<file path="config.mk">
export PLATFORM = sky130hd
export DESIGN_NAME = stereo_gain_scheduler
export DESIGN_NICKNAME = d
export VERILOG_FILES = /design/src/rtl/stereo_gain_scheduler_pkg.sv /design/src/rtl/stereo_gain_scheduler_shared_mult.sv /design/src/rtl/stereo_gain_scheduler.sv
export SDC_FILE = /design/constraint.sdc
export NUM_CORES = 1
export LEC_CHECK = 0
export ABC_CLOCK_PERIOD_IN_PS = 18900
export CORE_ASPECT_RATIO = 0.6
export CORE_MARGIN = 2
export CORE_UTILIZATION = 55
export CTS_BUF_LIST = sky130_fd_sc_hd__clkbuf_16
export CTS_CLUSTER_SIZE = 28
export DETAILED_ROUTE_END_ITERATION = 7
export PLACE_DENSITY = 0.76
export SYNTH_ARGS = -nofsm -noshare
export SYNTH_HDL_FRONTEND = slang
export SYNTH_SLANG_ARGS = --single-unit
</file>
<file path="constraint.sdc">
create_clock -name clk -period 18.9 [get_ports clk]
set_input_delay 4.725 -clock clk [delete_from_list [all_inputs] [get_ports clk]]
set_output_delay 4.725 -clock clk [all_outputs]
set_load 0.01 [all_outputs]
</file>
<file path="src/rtl/stereo_gain_scheduler_pkg.sv">
// Shared types, Q1.15 constants and the shift/saturate helper used by the
// stereo gain scheduler and its shared multiplier.
package stereo_gain_scheduler_pkg;

  localparam int unsigned      Q_SHIFT = 15;
  localparam logic signed [15:0] SAT_MAX = 16'sh7FFF;
  localparam logic signed [15:0] SAT_MIN = 16'sh8000;

  typedef enum logic [2:0] {
    ST_IDLE  = 3'd0,
    ST_ML1   = 3'd1,
    ST_MR1   = 3'd2,
    ST_ML2   = 3'd3,
    ST_MR2   = 3'd4,
    ST_DRAIN = 3'd5,
    ST_OUT   = 3'd6
  } state_e;

  // Floor-shift a Q2.30 product back to Q1.15; only -1.0 * -1.0 can overflow.
  function automatic logic signed [15:0] q15_shift_sat(input logic signed [31:0] prod);
    logic signed [31:0] shifted;
    logic signed [15:0] res;
    shifted = prod >>> Q_SHIFT;
    if (shifted > 32'sd32767) begin
      res = SAT_MAX;
    end else if (shifted < -32'sd32768) begin
      res = SAT_MIN;
    end else begin
      res = shifted[15:0];
    end
    return res;
  endfunction

endpackage

</file>
<file path="src/rtl/stereo_gain_scheduler_shared_mult.sv">
// Registered signed Q1.15 multiply with floor shift and saturation.
// One operand pair per cycle, result one cycle later.
module shared_mult
  import stereo_gain_scheduler_pkg::*;
#(
  parameter int DATA_WIDTH = 16
) (
  input  logic                         clk,
  input  logic                         rst_n,
  input  logic signed [DATA_WIDTH-1:0] a_i,
  input  logic signed [DATA_WIDTH-1:0] b_i,
  output logic signed [DATA_WIDTH-1:0] p_o
);

  logic signed [2*DATA_WIDTH-1:0] prod_s;
  logic signed [DATA_WIDTH-1:0]   p_q;

  assign prod_s = a_i * b_i;
  assign p_o    = p_q;

  // Product register
  always_ff @(posedge clk or negedge rst_n) begin
    if (!rst_n) begin
      p_q <= 16'sd0;
    end else begin
      p_q <= q15_shift_sat(prod_s);
    end
  end

endmodule

</file>
<file path="src/rtl/stereo_gain_scheduler.sv">
// Time-multiplexes one Q1.15 multiplier over left/right samples for an
// optional tremolo stage followed by master volume, with valid/ready on both sides.
module stereo_gain_scheduler
  import stereo_gain_scheduler_pkg::*;
#(
  parameter int DATA_WIDTH = 16
) (
  input  logic                  clk,
  input  logic                  rst_n,
  input  logic                  in_valid,
  output logic                  in_ready,
  input  logic [DATA_WIDTH-1:0] audio_left_in,
  input  logic [DATA_WIDTH-1:0] audio_right_in,
  input  logic [DATA_WIDTH-1:0] mod_coef,
  input  logic [DATA_WIDTH-1:0] vol_coef,
  input  logic                  mod_en,
  output logic                  out_valid,
  input  logic                  out_ready,
  output logic [DATA_WIDTH-1:0] audio_left_out,
  output logic [DATA_WIDTH-1:0] audio_right_out
);

  state_e state_q, state_d;

  logic signed [DATA_WIDTH-1:0] l_q, r_q, mod_q, vol_q;
  logic signed [DATA_WIDTH-1:0] l1_q, r1_q, res_l_q;
  logic signed [DATA_WIDTH-1:0] out_l_q, out_r_q;
  logic                         mod_en_q, out_valid_q;

  logic signed [DATA_WIDTH-1:0] mult_a_s, mult_b_s, mult_p_s;
  logic accept_s, out_xfer_s;
  logic cap_l1_s, cap_r1_s, cap_res_l_s, load_out_s;

  assign in_ready        = (state_q == ST_IDLE);
  assign accept_s        = in_valid && in_ready;
  assign out_xfer_s      = (state_q == ST_OUT) && out_ready;
  assign out_valid       = out_valid_q;
  assign audio_left_out  = out_l_q;
  assign audio_right_out = out_r_q;

  shared_mult #(
    .DATA_WIDTH(DATA_WIDTH)
  ) u_mult (
    .clk  (clk),
    .rst_n(rst_n),
    .a_i  (mult_a_s),
    .b_i  (mult_b_s),
    .p_o  (mult_p_s)
  );

  // State register
  always_ff @(posedge clk or negedge rst_n) begin
    if (!rst_n) begin
      state_q <= ST_IDLE;
    end else begin
      state_q <= state_d;
    end
  end

  // Next-state logic
  always_comb begin
    state_d = state_q;
    case (state_q)
      ST_IDLE: begin
        if (accept_s) begin
          state_d = mod_en ? ST_ML1 : ST_ML2;
        end else begin
          state_d = ST_IDLE;
        end
      end
      ST_ML1:   state_d = ST_MR1;
      ST_MR1:   state_d = ST_ML2;
      ST_ML2:   state_d = ST_MR2;
      ST_MR2:   state_d = ST_DRAIN;
      ST_DRAIN: state_d = ST_OUT;
      ST_OUT: begin
        if (out_ready) begin
          state_d = ST_IDLE;
        end else begin
          state_d = ST_OUT;
        end
      end
      default:  state_d = ST_IDLE;
    endcase
  end

  // Operand steering and capture strobes; each product lands one state later
  always_comb begin
    mult_a_s    = 16'sd0;
    mult_b_s    = 16'sd0;
    cap_l1_s    = 1'b0;
    cap_r1_s    = 1'b0;
    cap_res_l_s = 1'b0;
    load_out_s  = 1'b0;
    case (state_q)
      ST_ML1: begin
        mult_a_s = l_q;
        mult_b_s = mod_q;
      end
      ST_MR1: begin
        mult_a_s = r_q;
        mult_b_s = mod_q;
        cap_l1_s = 1'b1;
      end
      ST_ML2: begin
        mult_a_s = l1_q;
        mult_b_s = vol_q;
        cap_r1_s = mod_en_q;
      end
      ST_MR2: begin
        mult_a_s    = r1_q;
        mult_b_s    = vol_q;
        cap_res_l_s = 1'b1;
      end
      ST_DRAIN: begin
        load_out_s = 1'b1;
      end
      default: begin
        mult_a_s = 16'sd0;
        mult_b_s = 16'sd0;
      end
    endcase
  end

  // Datapath: input latch, intermediate results and registered outputs
  always_ff @(posedge clk or negedge rst_n) begin
    if (!rst_n) begin
      l_q         <= 16'sd0;
      r_q         <= 16'sd0;
      mod_q       <= 16'sd0;
      vol_q       <= 16'sd0;
      mod_en_q    <= 1'b0;
      l1_q        <= 16'sd0;
      r1_q        <= 16'sd0;
      res_l_q     <= 16'sd0;
      out_l_q     <= 16'sd0;
      out_r_q     <= 16'sd0;
      out_valid_q <= 1'b0;
    end else begin
      if (accept_s) begin
        l_q      <= audio_left_in;
        r_q      <= audio_right_in;
        mod_q    <= mod_coef;
        vol_q    <= vol_coef;
        mod_en_q <= mod_en;
        // Bypass feeds the raw samples straight into the volume stage
        if (!mod_en) begin
          l1_q <= audio_left_in;
          r1_q <= audio_right_in;
        end
      end
      if (cap_l1_s) begin
        l1_q <= mult_p_s;
      end
      if (cap_r1_s) begin
        r1_q <= mult_p_s;
      end
      if (cap_res_l_s) begin
        res_l_q <= mult_p_s;
      end
      if (load_out_s) begin
        out_l_q     <= res_l_q;
        out_r_q     <= mult_p_s;
        out_valid_q <= 1'b1;
      end else if (out_xfer_s) begin
        out_valid_q <= 1'b0;
      end
    end
  end

endmodule

</file>
# After elaboration in Yosys (flattened, before gate mapping)
# Index checks and enable logic that the tools add are counted.
# word_totals
elab_cells	54
in_bits	69
output_inout_bits	34
reg_bits	165
# classes
n_eq_ne	8
n_mux	20
order_cmp	2
n_reduce_logical	10
multipliers	1
# op_table
op	n
2-to-1 mux 16 bit	8
one-hot mux 16 bit (4 select lines)	1
multiplier 16 x 16 -> 32 bit	1
one-hot mux 16 bit (2 select lines)	1
one-hot mux 3 bit (7 select lines)	1
> comparator 17 x 16 -> 1 bit, second input constant	1
< comparator 17 x 16 -> 1 bit, second input constant	1
== test 3 bit, second input constant	3
== test 3 x 2 -> 1 bit, second input constant	2
2-to-1 mux 1 bit	6
nonzero test 2 bit	3
2-to-1 mux 2 bit	2
!= test 2 x 1 -> 1 bit, second input constant	2
AND reduction 2 bit	2
OR reduction 2 bit	2
== test 3 x 1 -> 1 bit, second input constant	1
logical NOT 3 bit	1
2-to-1 mux 3 bit	1
logical AND 1 bit	2

# Depth between registers and ports, before layout
# logic_depth
ltp_word	7
mapped_depth	31

# Cells and area by module
# From an unflattened synthesis, not the netlist that was laid out.
# unflattened
hier_cells	1584
area_unflattened_um2	17142.7
# by_module_without_submodules
mod	n_inst	area_each_um2	cells_each
shared_mult	1	10114.7	1077
stereo_gain_scheduler	1	7028.0	507

# Worst setup path after synthesis
# Ideal clock, no wire load.
# synth_path
path_type	register to register
startpoint	reg state_q[0]
endpoint	reg u_mult.p_q[14] (netlist: u_mult.p_o[14])
period_less_slack_ns	7.509
arrival_ns	7.386
path_stages_with_launch	29
setup_ns	0.122
slack_ns	11.391
t_required_ns	18.778
cell_sequence	dfrtp_1 buf_6 buf_2 buf_2 mux2_2 a22oi_1 nor2_1 a21oi_1 clkbuf_1 nor2_1 fa_1 fa_1 fa_1 fa_1 fa_1 inv_1 fa_1 inv_1 ha_1 clkbuf_1 a21o_1 a21o_1 a21oi_1 o31ai_1 o2bb2ai_2 or4_1 o21ai_2 buf_6 o21ai_2
# synth_between
elab_chain_len	7
elab_cells_between_ends	13
cone_classes	mul (1); order compare (2); eq/ne (4); mux (4); reduce/logical (2)
# synth_rtl
item	line_no	text
start, declared	stereo_gain_scheduler.sv:23	state_e state_q, state_d;
start signal, assigned	stereo_gain_scheduler.sv:56	state_q <= state_d;
== test 3 bit (tied with other cells)	stereo_gain_scheduler.sv:95	case (state_q)
OR reduction 2 bit (no line)	-	
one-hot mux 16 bit (2 select lines)	stereo_gain_scheduler.sv:95	
multiplier 16 x 16 -> 32 bit *	stereo_gain_scheduler_shared_mult.sv:18	assign prod_s = a_i * b_i;
< comparator 17 x 16 -> 1 bit	stereo_gain_scheduler_pkg.sv:26	end else if (shifted < -32'sd32768) begin
2-to-1 mux 16 bit	stereo_gain_scheduler_pkg.sv:26	
2-to-1 mux 16 bit *	stereo_gain_scheduler_pkg.sv:24	if (shifted > 32'sd32767) begin
end signal, assigned	stereo_gain_scheduler_shared_mult.sv:26	p_q <= q15_shift_sat(prod_s);
end, declared	stereo_gain_scheduler_shared_mult.sv:16	logic signed [DATA_WIDTH-1:0] p_q;
# Mark *: on every way between the ends. The rest lies on a longest branch, timed or not.
# A chain may end at the register's enable or synchronous reset.

# Final worst setup path
# layout_path
startpoint	reg state_q[2]
endpoint	reg u_mult.p_q[0] (netlist: u_mult.p_o[0])
# Same word-level chain as after synthesis.

==> tab_implementation.tex <==
\begin{tabular}{lr}
\hline
Metric & Value \\
\hline
\multicolumn{2}{l}{\textbf{Floorplanning}} \\
Die outline area & 32800 µm² \\
Die height & 141 µm \\
Total I/O pin count & 103 \\
Horizontal die dimension & 232 µm \\
Number of rows in the core area & 50 \\
Starting utilization of the core area & 0.556 \\
Core region area & 31000 µm² \\
\multicolumn{2}{l}{\textbf{Final layout}} \\
Nets@finish & 2306 \\
Final instance area & 19200 µm² \\
Area of the multi-input gates & 11600 µm² \\
Layout cell share with drive strength beyond 1 & 0.0921 \\
\# diodes & 0 \\
Fillcell total & 2550 \\
Area overhead of the layout relative to synthesis & 11.6\% \\
Combined flip-flop and latch cell area & 4130 µm² \\
\multicolumn{2}{l}{\textbf{Critical path}} \\
Worst path buffer plus inverter count & 7 \\
Startpoint types & flop \\
Start of the worst register-to-register path & state\_q[2] \\
Reg2Reg Setup Slack & 10.27 ns \\
Worst r2r path cells & 25 \\
Cell with the most instances on the worst path & fa\_1 \\
Crit path arrival time & 8.93 ns \\
Required time at the endpoint of the critical path & 19.20 ns \\
Class of the most critical setup path & reg2reg \\
Delay of the slowest critical-path stage & 0.76 ns \\
CP Capture Type & flop \\
End of the worst register-to-register path & u\_mult.p\_o[0] \\
Critical-path maximum fanout & 45 \\
Max stage delay cell, worst path & a22o\_1 \\
CP delay by family, top & adder cells \\
\multicolumn{2}{l}{\textbf{Global routing}} \\
Number of antenna violations at the first check in global routing & 0 \\
Wire length of the first global-routing pass & 78700 µm \\
Number of global-route vias before repair & 13800 \\
Overflow left after global routing & 0 \\
Pin count of the biggest net entering global routing & 88 \\
Global-route usage over all layers & 0.318 \\
\multicolumn{2}{l}{\textbf{Clocking}} \\
Clock sink total & 165 \\
Insertion delay to the later sink of the worst-skew pair & 0.45 ns \\
Clock transition at the register clock pins on the worst setup and hold paths after CTS & 0.07 ns \\
H-tree depth & 4 \\
CTS Hold Buffers Added & 0 \\
Clock root buffer & clkbuf\_16 \\
TritonCTS clock tree & done \\
Cells resized by post-CTS repair & 0 \\
Number of buffers inserted during clock tree synthesis & 17 \\
Buffer count from post-CTS setup fixing & 0 \\
Clock Tree Buf Depth & 2 \\
\multicolumn{2}{l}{\textbf{Synthesis}} \\
Synthesized flop and latch total & 165 \\
Average cell area after synthesis & 9.36 µm² \\
Number of flops mapped to enable cells by yosys & 0 \\
Synth Instances & 1838 \\
Synth Cell Area & 17200 µm² \\
Fraction of the yosys area taken by sequential cells & 0.240 \\
Fraction of synthesized cell area taken by the top area cell type & 0.304 \\
Most used standard cell by instance count after synthesis & nand2\_1 \\
Leading post-synthesis cells by instance count & nand2\_1, inv\_1, fa\_1 \\
Asr flop ratio synth & 1.00 \\
Count of distinct cell types in the synthesized netlist & 65 \\
Number of warnings printed during yosys synthesis & 0 \\
Top cells by area, synth & fa\_1, dfrtp\_1, nand2\_1, inv\_1, ha\_1 \\
Post-synthesis cell type with the largest combined area & fa\_1 \\
Top FF cell, synth & dfrtp\_1 \\
Syn nets & 2247 \\
\multicolumn{2}{l}{\textbf{STA}} \\
Pin slew with the least headroom to its limit & 1.09 ns \\
Number of endpoints with negative hold slack in the final report & 0 \\
Timing-limited maximum frequency & 116 MHz \\
Slew headroom & 0.270 \\
Worst slack on hold paths & 0.482 ns \\
Post-layout min period & 8.63 ns \\
RSZ-0062 raised after global routing & no \\
Endpoints failing setup & 0 \\
Worst clock skew & 0.0103 ns \\
Post-route clock period utilization & 0.457 \\
Number of pins with negative max-slew slack in the final report & 0 \\
Accumulated negative setup slack & 0 ns \\
\multicolumn{2}{l}{\textbf{Flow run}} \\
Max capacitance violation total & 0 \\
\multicolumn{2}{l}{\textbf{Placed design}} \\
Port Buffer Count & 102 \\
Area after detailed placement & 18600 µm² \\
Routability cong. & 0.972 \\
Half-perimeter wire length of the detailed placement result & 38500 µm \\
\multicolumn{2}{l}{\textbf{Worst hold path}} \\
Source of the worst hold timing path & l\_q[0] \\
Hold Crit Endpoint & l\_q[0] \\
Hold path cells & 2 \\
Worst hold path type & reg2reg \\
\multicolumn{2}{l}{\textbf{Status}} \\
Run status & completed \\
\multicolumn{2}{l}{\textbf{Routing}} \\
Initial DRT Pass Iterations & 5 \\
Iteration-0 DRC Markers & 1622 \\
Vias post-DR & 13200 \\
Antenna-violating nets left & 0 \\
Residual DRC & 0 \\
Average wire length per cell after detail routing & 20.9 µm \\
Final Routed Wirelength & 48600 µm \\
Vias per inst & 5.68 \\
\hline
\end{tabular}
==> logic make-up after synthesis <==
logic type                 count (synthesis)  share of synthesized area
DFF                                      165                      0.240
muxes                                    112                     0.0710
adders and majority gates                341                      0.362
AOI/OAI and AO/OA                        192                     0.0780
and+or+nand+nor                          618                      0.150
xor gates and xnor gates                  26                     0.0137
buffers and inverters                    384                     0.0860
==> routing by layer <==
metal / global-route usage / vias up / wire [µm]
met3: 0.133 / 79 / 6870
met5: 0.0134 / - / 55
li1: - / 5802 / -
met1: 0.473 / 6570 / 21200
met4: 0.0789 / 2 / 1040
met2: 0.427 / 762 / 19500
==> area by class of cell <==
type                            count  share of cell area
Sequential cell                   165               0.215
Multi-Input combinational cell   1289               0.605
Clock buffer                       17              0.0222
Tap cell                          416              0.0271
Clock inverter                     15             0.00912
Timing Repair Buffer              128              0.0634
Inverter                          296              0.0579
==> worst max path at each step <==
stage / cells past startpoint / endpoint / start
floorplan: 28 / u_mult.p_o[14] / state_q[0]
global placement: 23 / u_mult.p_o[4] / state_q[1]
detailed placement: 25 / u_mult.p_o[6] / state_q[2]
CTS: 25 / u_mult.p_o[0] / state_q[2]
global route: 24 / u_mult.p_o[6] / state_q[1]
finish: 25 / u_mult.p_o[0] / state_q[2]
==> flip-flops by register name (all words and copies together) (netlist names) <==
| name | cells |
|---|---|
| out_valid | 1 |
| res_l_q | 16 |
| u_mult.p_o | 16 |
| state_q | 3 |
| r_q | 16 |
| r1_q | 16 |
| mod_q | 16 |
| vol_q | 16 |
| mod_en_q | 1 |
| audio_left_out | 16 |
| l1_q | 16 |
| audio_right_out | 16 |
| l_q | 16 |
==> worst register-to-register path, delay by kind of cell (launching register included) <==
family	cells	cell delay, ns
compound gates	9	2.72
buf+inv	7	1.14
flops	1	0.60
fa+ha+maj	7	3.61
simple gates	2	0.43
==> stage by stage <==
step           setup slack (ns)  std cells  utilization
6_report                  10.27       2326        0.620
5_1_grt                    9.78       2326        0.620
4_1_cts                   10.42       2326        0.620
3_5_place_dp              10.49       2294        0.601
3_3_place_gp              10.68       2294        0.601
2_1_floorplan             11.39       1838            -
==> placed cells by master (no fill, tap or decap), drive strengths merged, types with 11 or more instances in the layout <==
| master | instances |
|---|---|
| o21ai | 24 |
| a22o | 19 |
| and2 | 17 |
| a21o | 17 |
| nand2b | 19 |
| a22oi | 15 |
| mux2 | 78 |
| mux2i | 34 |
| or2 | 13 |
| nand3 | 11 |
| xnor2 | 18 |
| clkbuf | 17 |
| inv | 305 |
| nand2 | 324 |
| fa | 261 |
| ha | 79 |
| buf | 27 |
| nor2 | 198 |
| a21oi | 72 |
| dfrtp | 165 |
| clkdlybuf4s50 | 101 |
Power is left out: the tool's default activity adds up to more than one toggle a clock period on the data nets, which glitch-free logic cannot reach.
